===== config.mk =====
export PLATFORM = sky130hd
export DESIGN_NAME = cpu_req_gen
export DESIGN_NICKNAME = d
export VERILOG_FILES = /design/src/rtl/cache_pkg.sv /design/src/rtl/cpu_req_lfsr16.sv /design/src/rtl/cpu_req_gen.sv
export SDC_FILE = /design/constraint.sdc
export NUM_CORES = 1
export LEC_CHECK = 0
export ABC_CLOCK_PERIOD_IN_PS = 5100
export BUFFER_PORTS_ARGS = -buffer_cell sky130_fd_sc_hd__buf_2
export CELL_PAD_IN_SITES_DETAIL_PLACEMENT = 1
export CELL_PAD_IN_SITES_GLOBAL_PLACEMENT = 1
export CORE_MARGIN = 2
export CORE_UTILIZATION = 39
export DETAILED_ROUTE_END_ITERATION = 10
export PLACE_DENSITY_LB_ADDON = 0.12
export SLEW_MARGIN = 20
export SYNTH_ARGS = -nofsm -noshare
export SYNTH_HDL_FRONTEND = slang
export SYNTH_SLANG_ARGS = --single-unit

===== constraint.sdc =====
create_clock -name clk -period 5.1 [get_ports clk]
set_clock_uncertainty 0.1 [all_clocks]
set_input_delay 1.02 -clock clk [delete_from_list [all_inputs] [get_ports clk]]
set_output_delay 1.02 -clock clk [all_outputs]
set_load 0.005 [all_outputs]

===== src/rtl/cache_pkg.sv =====
// Shared types and constants for the CPU-side request generator.
package cache_pkg;

  typedef enum logic [2:0] {
    IDLE,
    REQ,
    WAIT,
    NEXT,
    FIN
  } cpu_req_gen_state_t;

  localparam logic [1:0] MODE_SEQ     = 2'd0;
  localparam logic [1:0] MODE_RAND_RD = 2'd1;
  localparam logic [1:0] MODE_RAND_RW = 2'd2;
  localparam logic [1:0] MODE_RSVD    = 2'd3;

  localparam logic [15:0] LFSR_DEFAULT_SEED = 16'hACE1;
  // Galois feedback mask for x^16 + x^14 + x^13 + x^11 (right-shifting form).
  localparam logic [15:0] LFSR_TAPS = 16'hB400;

  // An all-zero state would lock the LFSR, so it is replaced by the default seed.
  function automatic logic [15:0] lfsr_fix_seed(input logic [15:0] s);
    return (s == 16'h0000) ? LFSR_DEFAULT_SEED : s;
  endfunction

endpackage


===== src/rtl/cpu_req_lfsr16.sv =====
// 16-bit Galois LFSR used for random addresses, op selection and write data.
module cpu_req_lfsr16
  import cache_pkg::*;
#(
  parameter logic [15:0] RST_SEED = LFSR_DEFAULT_SEED
) (
  input  logic        clk,
  input  logic        rst_n,
  input  logic        load,
  input  logic [15:0] seed,
  input  logic        step,
  output logic [15:0] q
);

  logic [15:0] q_q;
  logic [15:0] q_d;

  always_comb begin
    q_d = q_q;
    if (load) begin
      q_d = lfsr_fix_seed(seed);
    end else if (step) begin
      q_d = q_q[0] ? ((q_q >> 1) ^ LFSR_TAPS) : (q_q >> 1);
    end
  end

  // rst_n is active-high in this codebase.
  always_ff @(posedge clk or posedge rst_n) begin
    if (rst_n) begin
      q_q <= lfsr_fix_seed(RST_SEED);
    end else begin
      q_q <= q_d;
    end
  end

  assign q = q_q;

endmodule


===== src/rtl/cpu_req_gen.sv =====
// CPU-side traffic generator: issues NUM_REQS requests to L1 and gathers hit/latency statistics.
module cpu_req_gen
  import cache_pkg::*;
#(
  parameter int          ADDR_WIDTH = 11,
  parameter int          DATA_WIDTH = 8,
  parameter int          NUM_REQS   = 10000,
  parameter int          REQ_CYCLES = 2,
  parameter int          TIMEOUT    = 1023,
  parameter logic [15:0] LFSR_SEED  = 16'hACE1,
  parameter int          CNT_WIDTH  = 32
) (
  input  logic                  clk,
  input  logic                  rst_n,
  input  logic                  start,
  input  logic [1:0]            mode,
  output logic [ADDR_WIDTH-1:0] cpu_addr,
  output logic [DATA_WIDTH-1:0] cpu_data_in,
  output logic                  cpu_read,
  output logic                  cpu_write,
  input  logic [DATA_WIDTH-1:0] cpu_data_out,
  input  logic                  cpu_ready,
  input  logic                  l1_hit,
  output logic                  busy,
  output logic                  done,
  output logic                  err_timeout,
  output logic [CNT_WIDTH-1:0]  req_count,
  output logic [CNT_WIDTH-1:0]  hit_count,
  output logic [CNT_WIDTH-1:0]  cycle_total,
  output logic [DATA_WIDTH-1:0] last_rdata
);

  // Latency counter spans REQ plus WAIT; its value also drives the REQ length and timeout.
  localparam int LAT_W = $clog2(REQ_CYCLES + TIMEOUT + 1);
  localparam logic [LAT_W-1:0] REQ_LAST  = LAT_W'(REQ_CYCLES - 1);
  localparam logic [LAT_W-1:0] WAIT_LAST = LAT_W'(REQ_CYCLES + TIMEOUT - 1);

  cpu_req_gen_state_t    state_q, state_d;
  logic [1:0]            mode_q, mode_d;
  logic [ADDR_WIDTH-1:0] addr_cnt_q, addr_cnt_d;
  logic [LAT_W-1:0]      lat_q, lat_d;
  logic                  hit_q, hit_d;
  logic [DATA_WIDTH-1:0] rcap_q, rcap_d;
  logic [CNT_WIDTH-1:0]  req_count_q, req_count_d;
  logic [CNT_WIDTH-1:0]  hit_count_q, hit_count_d;
  logic [CNT_WIDTH-1:0]  cycle_total_q, cycle_total_d;
  logic [DATA_WIDTH-1:0] last_rdata_q, last_rdata_d;
  logic                  done_q, done_d;
  logic                  err_q, err_d;

  logic [15:0]           lfsr_q;
  logic                  lfsr_step;
  logic                  is_write;
  logic                  in_req;
  logic [ADDR_WIDTH-1:0] req_addr;
  logic [CNT_WIDTH-1:0]  req_next;

  function automatic logic [CNT_WIDTH-1:0] sat_add(input logic [CNT_WIDTH-1:0] a,
                                                   input logic [LAT_W-1:0]     b);
    logic [CNT_WIDTH:0] s;
    s = {1'b0, a} + (CNT_WIDTH + 1)'(b);
    return s[CNT_WIDTH] ? '1 : s[CNT_WIDTH-1:0];
  endfunction

  cpu_req_lfsr16 #(
    .RST_SEED(LFSR_SEED)
  ) u_lfsr (
    .clk  (clk),
    .rst_n(rst_n),
    .load (1'b0),
    .seed (LFSR_SEED),
    .step (lfsr_step),
    .q    (lfsr_q)
  );

  // Address and op only move in NEXT, so they are stable across the whole REQ phase.
  assign is_write = (mode_q == MODE_RAND_RW) && lfsr_q[15];
  assign req_addr = (mode_q == MODE_SEQ) ? addr_cnt_q : lfsr_q[ADDR_WIDTH-1:0];
  assign in_req   = (state_q == REQ);
  assign req_next = req_count_q + 1'b1;

  assign cpu_read    = in_req && !is_write;
  assign cpu_write   = in_req && is_write;
  assign cpu_addr    = in_req ? req_addr : '0;
  assign cpu_data_in = (in_req && is_write) ? DATA_WIDTH'(lfsr_q[7:0]) : '0;

  assign busy        = (state_q == REQ) || (state_q == WAIT) || (state_q == NEXT);
  assign done        = done_q;
  assign err_timeout = err_q;
  assign req_count   = req_count_q;
  assign hit_count   = hit_count_q;
  assign cycle_total = cycle_total_q;
  assign last_rdata  = last_rdata_q;

  always_comb begin
    state_d       = state_q;
    mode_d        = mode_q;
    addr_cnt_d    = addr_cnt_q;
    lat_d         = lat_q;
    hit_d         = hit_q;
    rcap_d        = rcap_q;
    req_count_d   = req_count_q;
    hit_count_d   = hit_count_q;
    cycle_total_d = cycle_total_q;
    last_rdata_d  = last_rdata_q;
    done_d        = done_q;
    err_d         = err_q;
    lfsr_step     = 1'b0;

    unique case (state_q)
      IDLE, FIN: begin
        if (start) begin
          state_d       = REQ;
          mode_d        = mode;
          addr_cnt_d    = '0;
          lat_d         = '0;
          req_count_d   = '0;
          hit_count_d   = '0;
          cycle_total_d = '0;
          done_d        = 1'b0;
          err_d         = 1'b0;
        end
      end
      REQ: begin
        lat_d = lat_q + 1'b1;
        if (lat_q == REQ_LAST) begin
          state_d = WAIT;
        end
      end
      WAIT: begin
        lat_d = lat_q + 1'b1;
        if (cpu_ready) begin
          state_d = NEXT;
          hit_d   = l1_hit;
          rcap_d  = cpu_data_out;
        end else if (lat_q == WAIT_LAST) begin
          state_d = FIN;
          err_d   = 1'b1;
          done_d  = 1'b1;
        end
      end
      NEXT: begin
        req_count_d   = req_next;
        hit_count_d   = hit_count_q + CNT_WIDTH'(hit_q);
        cycle_total_d = sat_add(cycle_total_q, lat_q);
        if (!is_write) begin
          last_rdata_d = rcap_q;
        end
        lfsr_step  = 1'b1;
        addr_cnt_d = addr_cnt_q + 1'b1;
        lat_d      = '0;
        if (req_next < CNT_WIDTH'(NUM_REQS)) begin
          state_d = REQ;
        end else begin
          state_d = FIN;
          done_d  = 1'b1;
        end
      end
      default: state_d = IDLE;
    endcase
  end

  always_ff @(posedge clk or posedge rst_n) begin
    if (rst_n) begin
      state_q       <= IDLE;
      mode_q        <= MODE_SEQ;
      addr_cnt_q    <= '0;
      lat_q         <= '0;
      hit_q         <= 1'b0;
      rcap_q        <= '0;
      req_count_q   <= '0;
      hit_count_q   <= '0;
      cycle_total_q <= '0;
      last_rdata_q  <= '0;
      done_q        <= 1'b0;
      err_q         <= 1'b0;
    end else begin
      state_q       <= state_d;
      mode_q        <= mode_d;
      addr_cnt_q    <= addr_cnt_d;
      lat_q         <= lat_d;
      hit_q         <= hit_d;
      rcap_q        <= rcap_d;
      req_count_q   <= req_count_d;
      hit_count_q   <= hit_count_d;
      cycle_total_q <= cycle_total_d;
      last_rdata_q  <= last_rdata_d;
      done_q        <= done_d;
      err_q         <= err_d;
    end
  end

endmodule

* Yosys cells after proc, flatten, opt, wreduce, memory -nomap -nowiden
Index checks and enable logic that the tools add are counted.
Cells by class: add/sub/neg operators 5, magnitude comparators 1, equal/unequal tests 13, mux-type cells 25, bitwise operators 2, reduce and logical (&&, ||, !) cells 22
Operator list (number):
- case mux 32 bit (2 select lines) | 3
- two-way mux 32 bit | 2
- adder 32 x 11 -> 33 bit | 1
- two-way mux 11 bit | 3
- case mux 11 bit (3 select lines) | 1
- adder 32 x 1 -> 32 bit | 1
- adder 32 x 1 -> 32 bit (second input constant) | 1
- < comparator 32 x 14 -> 1 bit (second input constant) | 1
- adder 11 x 1 -> 11 bit (second input constant) | 2
- case mux 11 bit (2 select lines) | 1
- two-way mux 16 bit | 1
- two-way mux 3 bit | 5
- case mux 3 bit (4 select lines) | 1
- == test 11 x 1 -> 1 bit (second input constant) | 1
- == test 11 bit (second input constant) | 1
- AND reduction 2 bit | 5
- two-way mux 8 bit | 1
- == test 3 x 2 -> 1 bit (second input constant) | 2
- inequality test 2 bit (second input constant) | 3
- nonzero test 3 bit | 2
- two-way mux 1 bit | 5
- AND reduction 5 bit | 1
- inequality test 2 x 1 -> 1 bit (second input constant) | 2
- inverter 3 -> 4 bit | 1
- other kinds (16) | 21
Word-level totals: flip-flop bits (word level) 158, output and inout port bits 128, word-level logic and storage cells 81

* Depth between registers and ports, before layout
Gate-level depths: netlist of the first run.
depth after elaboration 4, mapped depth 11

* Modules after synthesis
From an unflattened synthesis of the first run, not the netlist that was laid out.
Second synthesis, totals: cell total of the unflattened synthesis 964, area total of the unflattened synthesis 8790.9 sq um
By module, submodules not included:
- cpu_req_gen | times used 1, cells each 892, area each 7950.1 sq um
- cpu_req_lfsr16 | times used 1, cells each 72, area each 840.8 sq um

* Least setup slack after synthesis of the first run
OpenSTA, ideal clock, no wires.
kind register to register, start point register lat_q[0], end point register cycle_total_q[14], in the netlist cycle_total[14], library setup time 0.099 ns, arrival 2.611 ns, data required time 4.901 ns, slack 2.290 ns, cell stages (with the launch flop) 11, cells stage by stage dfrtp_1 > ha_1 > inv_1 > fa_1 > nor2b_1 > o21ai_1 > a31oi_1 > o2111ai_1 > a211o_1 > and3_1 > a311oi_1
Between the ends: cells in the longest elaborated chain, start to end 3
RTL lines:
- start, declared | line cpu_req_gen.sv:41 | logic [LAT_W-1:0] lat_q, lat_d;
- start signal, assigned | line cpu_req_gen.sv:181 | lat_q <= lat_d;
- adder 32 x 11 -> 33 bit | line cpu_req_gen.sv:61 | s = {1'b0, a} + (CNT_WIDTH + 1)'(b);
- two-way mux 32 bit | line cpu_req_gen.sv:62 | return s[CNT_WIDTH] ? '1 : s[CNT_WIDTH-1:0];
- case mux 32 bit (2 select lines) | line cpu_req_gen.sv:110 | unique case (state_q)
- end signal, assigned | line cpu_req_gen.sv:186 | cycle_total_q <= cycle_total_d;
- end, declared | line cpu_req_gen.sv:46 | logic [CNT_WIDTH-1:0] cycle_total_q, cycle_total_d;
No other way between the ends. A chain may end at the register's enable or synchronous reset.

* Worst setup path in the final report of the first run
Same ends and word-level chain as after synthesis.

==> run summary, run 1 <==
The worst setup path is captured at a flip-flop. The finished layout holds 1374 standard cells, fillers aside. The post-route worst setup slack is 1430 ps. The number of remaining DRC errors is 0. The count of max-cap constraint violations is 0. The final layout contains 1110 nets.

The number of levels the H-tree was split into is 4. In the finished design, the share of the clock period the worst path needs comes to 72.0%. The number of top-level pins came out at 143. When the netlist entered floorplanning its net count stood at 997. The total power consumption of the routed design is 0.00432 W. The number of instances resized during post-cts repair came out at 0.

STA classifies the critical path startpoint as a flip-flop. The final wirelength is 26000 um. The total negative slack is 0 ps. The first global-routing pass estimated 42400 um of wire. The final setup violation count is 0. The number of antenna violations at the first check in global routing is 0.

The largest net degree at the start of global routing is 127. The worst IR drop on VDD came out at 0.000194 V. For this run, the detailed router's first-pass iteration total came to 4. The number of vias per cell after detailed routing came out at 5.80. The number of synthesized register bits came out at 158. The count of final max-slew check failures is 0. The transition at the pin with the smallest max-transition slack is 1010 ps. The cell area after technology mapping is 8830 um^2.

The via count of the first global-routing pass came out at 7915. OpenSTA, run right after detailed placement, puts the worst setup slack at 1530 ps. The routability-driven placement congestion ratio is 0.801. The count of placed standard cells including taps came out at 1342. The starting density of the core came out at 39.4%. The number of sinks on the clock net is 158. The count of buffers added on input and output ports is 142.

Setup repair after global routing left no endpoint under its margin. The first-iteration detailed-routing DRC count came out at 371. The synthesized area per cell is 9.17 um^2. The upper clock frequency limit came out at 0.272 GHz. Buffers added to address setup during post-CTS repair amount to 0. The residual overflow from global routing came out at 0. The clock network latency to the later pin of the worst-skew pair came out at 430 ps.

The number of rows in the core area is 55. The required time of the critical path is 5270 ps. The total of warnings raised by yosys came out at 0.

The largest fanout of any net on the critical path came out at 13. The tightest min-delay check is of the reg -> reg type. Counting along the longest clock path gives a buffer depth of 2.

The fraction of registers with async set or reset after synthesis came out at 100%. The final route contains 7964 vias. The total global-route track usage came out at 22.0%.

The count of endpoints failing hold in the final timing report is 0. The power per unit of standard cell area came out at 417 nW/um^2. The flow ran to the end, and the final reports show no timing, DRC or antenna violations. The most used flip-flop cell after synthesis is dfrtp_1. The critical path is of the reg -> reg type. Dividing the detail-routed wire length by the instance count gives 18.9 um. Clock-pin slew was measured on the worst setup and hold paths at 70 ps. TritonCTS built the clock tree.

The fill cell total of the finished layout came out at 2640. The number of synthesized flops with an enable pin came out at 0. The share of synthesized area occupied by flip-flops and latches came out at 44.9%.

Summed over all cells, the static leakage comes to 4.89 nW. The worst relative slew slack came out at 32.6%. Summed over all nets, the half-perimeter wirelength after detailed placement is 17800 um.

The number of different library cells in the post-synthesis netlist came out at 74. The number of buffers created by CTS came out at 17. The number of antenna diodes in the final layout is 0. From bottom edge to top edge, the die measures 154 um. The die covers 23900 um^2. The time the worst path needs with I/O delays and setup came out at 3670 ps. The number of routed nets with antenna violations is 0. The worst hold slack came out at 375 ps. The floorplan core area came out at 22400 um^2. The horizontal die dimension is 154 um. The gate count of the mapped netlist came out at 963. The area added between synthesis and finish is 17.2%.

The proportion of layout cells with a drive suffix above 1 is 21.4%. At the worst endpoint, the arrival time is 3840 ps. The cell sitting at the root of the clock tree is a clkbuf_16. The number of hold buffers added after CTS was 0.
[power by group]
part	total [W]	internal, W	switching [W]
sequential	0.00171	0.00149	0.000224
clock	0.00133	0.000739	0.000591
combinational	0.00128	0.000482	0.000794
total	0.00432	0.00271	0.00161
[layout by cell type, fill, tap and decap left out, types with 10 or more instances in the layout]
cell | synthesis | routed
ha_1 | 18 | 18
dfrtp_1 | 150 | 150
and3_1 | 16 | 16
and2_1 | 21 | 21
nand3_1 | 48 | 48
nand4_1 | 28 | 28
buf_2 | 4 | 142
nor2_1 | 51 | 50
clkbuf_16 | 0 | 17
xnor2_1 | 14 | 14
nor3_1 | 14 | 14
o31ai_1 | 15 | 15
mux2i_1 | 19 | 19
a21oi_1 | 54 | 54
and4_1 | 14 | 14
a31oi_1 | 29 | 29
a211oi_1 | 10 | 10
inv_1 | 19 | 18
nand2_1 | 150 | 148
mux2_2 | 17 | 17
o21ai_0 | 84 | 84
xor2_1 | 12 | 12
[cell type report]
type	count	area (um^2)	share of cell area [%]
timing repair buffer	148	768	7.43
multi-input combinational	732	4580	44.3
inverter	19	75.1	0.726
clock inverter	15	178	1.72
tap	285	357	3.45
clock buffer	17	425	4.11
sequential	158	3960	38.3
[logic make-up (layout without fill, tap and decap cells)]
group / count (synthesis) / in the layout / share of synthesized area (%)
buffers and inverters: 73 / 199 / 3.36
AND/OR/NAND/NOR: 385 / 385 / 22.8
flip-flops: 158 / 158 / 44.9
adder cells (fa/ha/maj): 19 / 19 / 2.78
XOR/XNOR: 26 / 26 / 2.58
AO/OA/AOI/OAI: 265 / 265 / 19.0
multiplexers: 37 / 37 / 4.58
[metal layers]
metal	vias to the layer above	share of wire, %	GRT usage [%]
met5	-	0	0
met4	0	1.2	5.56
met3	24	3.1	2.91
met2	143	47	36.1
met1	4017	49	30.9
li1	3780	-	-
[worst paths after layout]
check / slack [ps] / from / depth (start not counted) / end
max reg2reg: 1430 / lat_q[0] / 10 / cycle_total[14]
max in group asynchronous: 3130 / rst_n / 3 / lat_q[6]
min reg2reg: 370 / hit_count[31] / 1 / hit_count[31]
min in group asynchronous: 630 / rst_n / 2 / hit_count[26]
min: 370 / hit_count[31] / 1 / hit_count[31]
max: 1430 / lat_q[0] / 10 / cycle_total[14]
[registers in the layout, summed over array words and instances (netlist names)]
register / cells
cycle_total: 32
hit_count: 32
req_count: 32
u_lfsr.q: 16
addr_cnt_q: 11
lat_q: 11
last_rdata: 8
rcap_q: 8
state_q: 3
mode_q: 2
done: 1
err_timeout: 1
hit_q: 1
[cell usage after synthesis (3+ instances only)]
cell type  instances  area (um^2)
o21a_1             6         45.0
and3_1            16          100
a31oi_1           29          181
nor2b_1            3         18.8
mux2_2            17          191
nor2_1            51          191
a22o_1             6         52.6
nor3_1            14         70.1
a21o_1             5         37.5
inv_1             19         71.3
o311ai_0           3         26.3
buf_1              6         22.5
nor4_1             3         18.8
a21oi_1           54          270
buf_2              4         20.0
o41ai_1            8         70.1
nor3b_1            3         22.5
and2_1            21          131
mux2i_1           19          190
dfstp_2            8          210
a211o_1            5         43.8
o31ai_1           15          113
ha_1              18          225
nand3_1           48          240
o22ai_1            3         18.8
a211oi_1          10         75.1
o21ai_0           84          420
or3_1              8         50.1
nor4_4             4         85.1
dfrtp_1          150         3750
and4_1            14          123
xnor2_1           14          123
o211ai_1           6         45.0
clkbuf_1          39          146
nand2_1          150          563
xor2_1            12          105
a311oi_1           7         61.3
nand4_1           28          175
a31o_2             3         26.3
[metrics by stage]
stage / area [um^2] / util, %
2_1_floorplan: 8830 / -
3_3_place_gp: 9740 / 43.4
3_5_place_dp: 9740 / 43.4
4_1_cts: 10300 / 46.1
5_1_grt: 10300 / 46.1
6_report: 10300 / 46.1
[critical path, cell delays in order, from the launching register on]
cell and delay, ps:
dfrtp_1 470, ha_1 230, inv_1 60, fa_1 400, nor2b_1 130, o21ai_1 90
a31oi_1 260, o2111ai_1 350, a21oi_1 910, and3_1 390, a311oi_1 120
Power figures use the tool's default switching activity.
==> run 2, diff against run 1 <==
--- a/config.mk
+++ b/config.mk
@@ -5,7 +5,7 @@
 export SDC_FILE = /design/constraint.sdc
 export NUM_CORES = 1
 export LEC_CHECK = 0
-export ABC_CLOCK_PERIOD_IN_PS = 5100
+export ABC_CLOCK_PERIOD_IN_PS = 3200
 export BUFFER_PORTS_ARGS = -buffer_cell sky130_fd_sc_hd__buf_2
 export CELL_PAD_IN_SITES_DETAIL_PLACEMENT = 1
 export CELL_PAD_IN_SITES_GLOBAL_PLACEMENT = 1
==> constraint.sdc (replaced) <==
create_clock -name clk -period 3.2 [get_ports clk]
set_clock_uncertainty 0.1 [all_clocks]
set_input_delay 0.64 -clock clk [delete_from_list [all_inputs] [get_ports clk]]
set_output_delay 0.64 -clock clk [all_outputs]
set_load 0.005 [all_outputs]
==> run summary, run 2 (same netlist as run 1, synthesis figures left out) <==
The final standard cell count with taps included and fillers excluded came out at 1393 (+1.4%). The number of nets in the layout is 1129 (+1.7%). The via count of the first global-routing pass is 8047 (+1.7%). The largest fanout of any net on the critical path is 7 (-6). The residual overflow from global routing came out at 0 (unchanged).

The final setup violation count came out at 0 (unchanged). The routability-driven placement congestion ratio came out at 0.832 (+3.8%). The number of levels the H-tree was split into is 4 (unchanged).

The data arrival time at the worst-slack endpoint is 3200 ps (-640 ps). The required time of the critical path came out at 3440 ps (-1830 ps). The number of instances resized during post-cts repair is 0 (unchanged). The internal portion of total power is 0.00439 W (+62%).

The path depth of the worst reg2reg path is 10 (unchanged). Leaving out fill and tap cells, the most frequent cell in the layout is dfrtp_1. The power per unit of standard cell area is 664 nW/um^2 (+59%). The utilization after layout came out at 46.9% (+0.78 points). The total leakage power is 4.99 nW (+2.1%). The number of rows in the core area came out at 55 (unchanged). The upper clock frequency limit is 0.338 GHz (+24%). The transition at the pin with the smallest max-transition slack was 747 ps (-264 ps).

The global-route wire length before repair came out at 43000 um (+1.4%). The number of hold-repair buffers added at the cts stage came out at 0 (unchanged). The clock network latency to the later pin of the worst-skew pair is 430 ps (about the same).

The area enclosed by the die boundary was 23900 um^2 (unchanged). The worst-case setup slack after placement came out at 207 ps (-1320 ps). The final wirelength came out at 26200 um (+0.95%). The path class of the tightest hold or removal check is in -> async. The clock group share of total power is 30.4% (-0.4 points).

The clock-pin slew on the worst setup and hold paths is 70 ps (about the same). The number of remaining DRC errors came to 0 (unchanged). The post-route worst setup slack is 238 ps (-1190 ps). The period utilization came out at 92.6% (+21 points). CTS placed an instance of clkbuf_16 at the clock tree root. The reg-to-reg critical path endpoint is cycle_total[21].

The floorplan core area is 22400 um^2 (unchanged). The sequential share of power came to 38.8% (-0.8 points). The top cell types in the final layout, fill and taps aside, are dfrtp_1 (150), nand2_1 (148), buf_2 (142), o21ai_0 (84), a21oi_1 (54). The worst relative slew slack is 50.0% (+17 points). The number of buffers created by CTS is 17 (unchanged). The area added between synthesis and finish is 19.1%. The combinational group share of total power is 30.9% (+1.3 points). The switching component of the power came to 0.00260 W (+62%).

The count of endpoints failing hold in the final timing report came out at 0 (unchanged). The worst setup path is captured at a flip-flop. The horizontal die dimension came out at 154 um (unchanged).

The first-iteration detailed-routing DRC count was 404 (+8.9%). The post-CTS setup repair buffer count is 0 (unchanged). The critical path is of the reg -> reg type. The count of max-cap constraint violations is 0 (unchanged). The antenna diode instance count was 0 (unchanged). The total global-route track usage came out at 22.2% (+0.20 points). The proportion of layout cells with a drive suffix above 1 came out at 22.7% (+1.3 points). The number of buffers inserted by port buffering came out at 142 (unchanged). The number of antenna violations at the first check in global routing came to 0 (unchanged). The reg-to-reg critical path startpoint is cycle_total[0].

The register-to-register setup slack was 240 ps (-1190 ps). The HPWL after detailed placement is 18300 um (+3.0%). The number of vias per cell after detailed routing is 5.71 (-1.5%). The flow ran to the end, and the final reports show no timing, DRC or antenna violations.

The number of top-level pins came out at 143 (unchanged). STA classifies the critical path startpoint as a flip-flop. The detailed-routing iteration count for the pre-antenna-repair pass is 4 (unchanged). The fraction of power spent switching nets is 37.2% (-0.081 points). The time the worst path needs with I/O delays and setup came out at 2960 ps (-711 ps). Setup repair after global routing could not meet its margin everywhere. The buffer levels on the longest clock path came out at 2 (unchanged).

The largest net degree at the start of global routing is 76 (-40%). The die height was 154 um (unchanged). The worst hold slack is 75.4 ps (-299 ps). The count of placed standard cells including taps is 1361 (+1.4%). The number of sinks on the clock net came out at 158 (unchanged).

The routed length per placed instance is 18.8 um (-0.43%). The count of vias placed by the detailed router came out at 7951 (-0.16%). The count of final max-slew check failures came out at 0 (unchanged).

The starting density of the core is 39.4% (unchanged). The worst IR drop on VDD was 0.000374 V (+93%). The number of routed nets with antenna violations came out at 0 (unchanged). The clock tree from TritonCTS is done.
run 2: layout make-up:
type	count	area [um^2]
Fill cell	2655	11900
Clock buffer	18	429
Clock inverter	14	175
Sequential cell	158	3960
Inverter	19	75.1
Multi-Input combinational cell	732	4590
Tap cell	285	357
Timing Repair Buffer	167	936
run 2: how the worst max path moves through the flow:
stage | startpoint | endpoint | slack (ps) | cells past startpoint
floorplan | lat_q[0] | cycle_total[14] | 390 | 10
global placement | lat_q[1] | cycle_total[19] | 280 | 9
detailed placement | cycle_total[0] | cycle_total[21] | 210 | 10
CTS | cycle_total[0] | cycle_total[26] | 180 | 11
global route | lat_q[1] | cycle_total[20] | -10 | 10
finish | cycle_total[0] | cycle_total[21] | 240 | 10
run 2: routing by layer:
layer / global-route usage [%] / wire, um / vias up
met2: 37.0 / 12400 / 142
li1: - / - / 3824
met1: 30.5 / 12700 / 3958
met5: 0 / 0 / -
met3: 3.39 / 850 / 27
met4: 5.42 / 306 / 0
run 2: per-stage QoR:
step           setup TNS [ps]  total power [W]  area [um^2]
2_1_floorplan               0          0.00407         8830
3_3_place_gp                0          0.00484         9910
3_5_place_dp                0          0.00491         9910
4_1_cts                     0          0.00708        10500
5_1_grt                 -10.3          0.00743        10500
6_report                    0          0.00698        10500
run 2: power by group through the flow:
stage | combinational (W) | clock [W] | sequential [W]
2_1_floorplan | 0.00145 | 0 | 0.00262
3_3_place_gp | 0.00212 | 0 | 0.00273
3_5_place_dp | 0.00216 | 0 | 0.00275
4_1_cts | 0.00219 | 0.00218 | 0.00271
5_1_grt | 0.00242 | 0.00224 | 0.00277
6_report | 0.00215 | 0.00212 | 0.00271
run 2: worst max-delay path, stage by stage, from the launching register on:
cell and delay, ps:
dfrtp_1 370, ha_1 170, inv_1 50, fa_1 400, nor2b_1 140, o21ai_1 90
a31oi_1 310, o2111ai_2 290, a211oi_1 470, nor3_1 180, a311oi_1 290
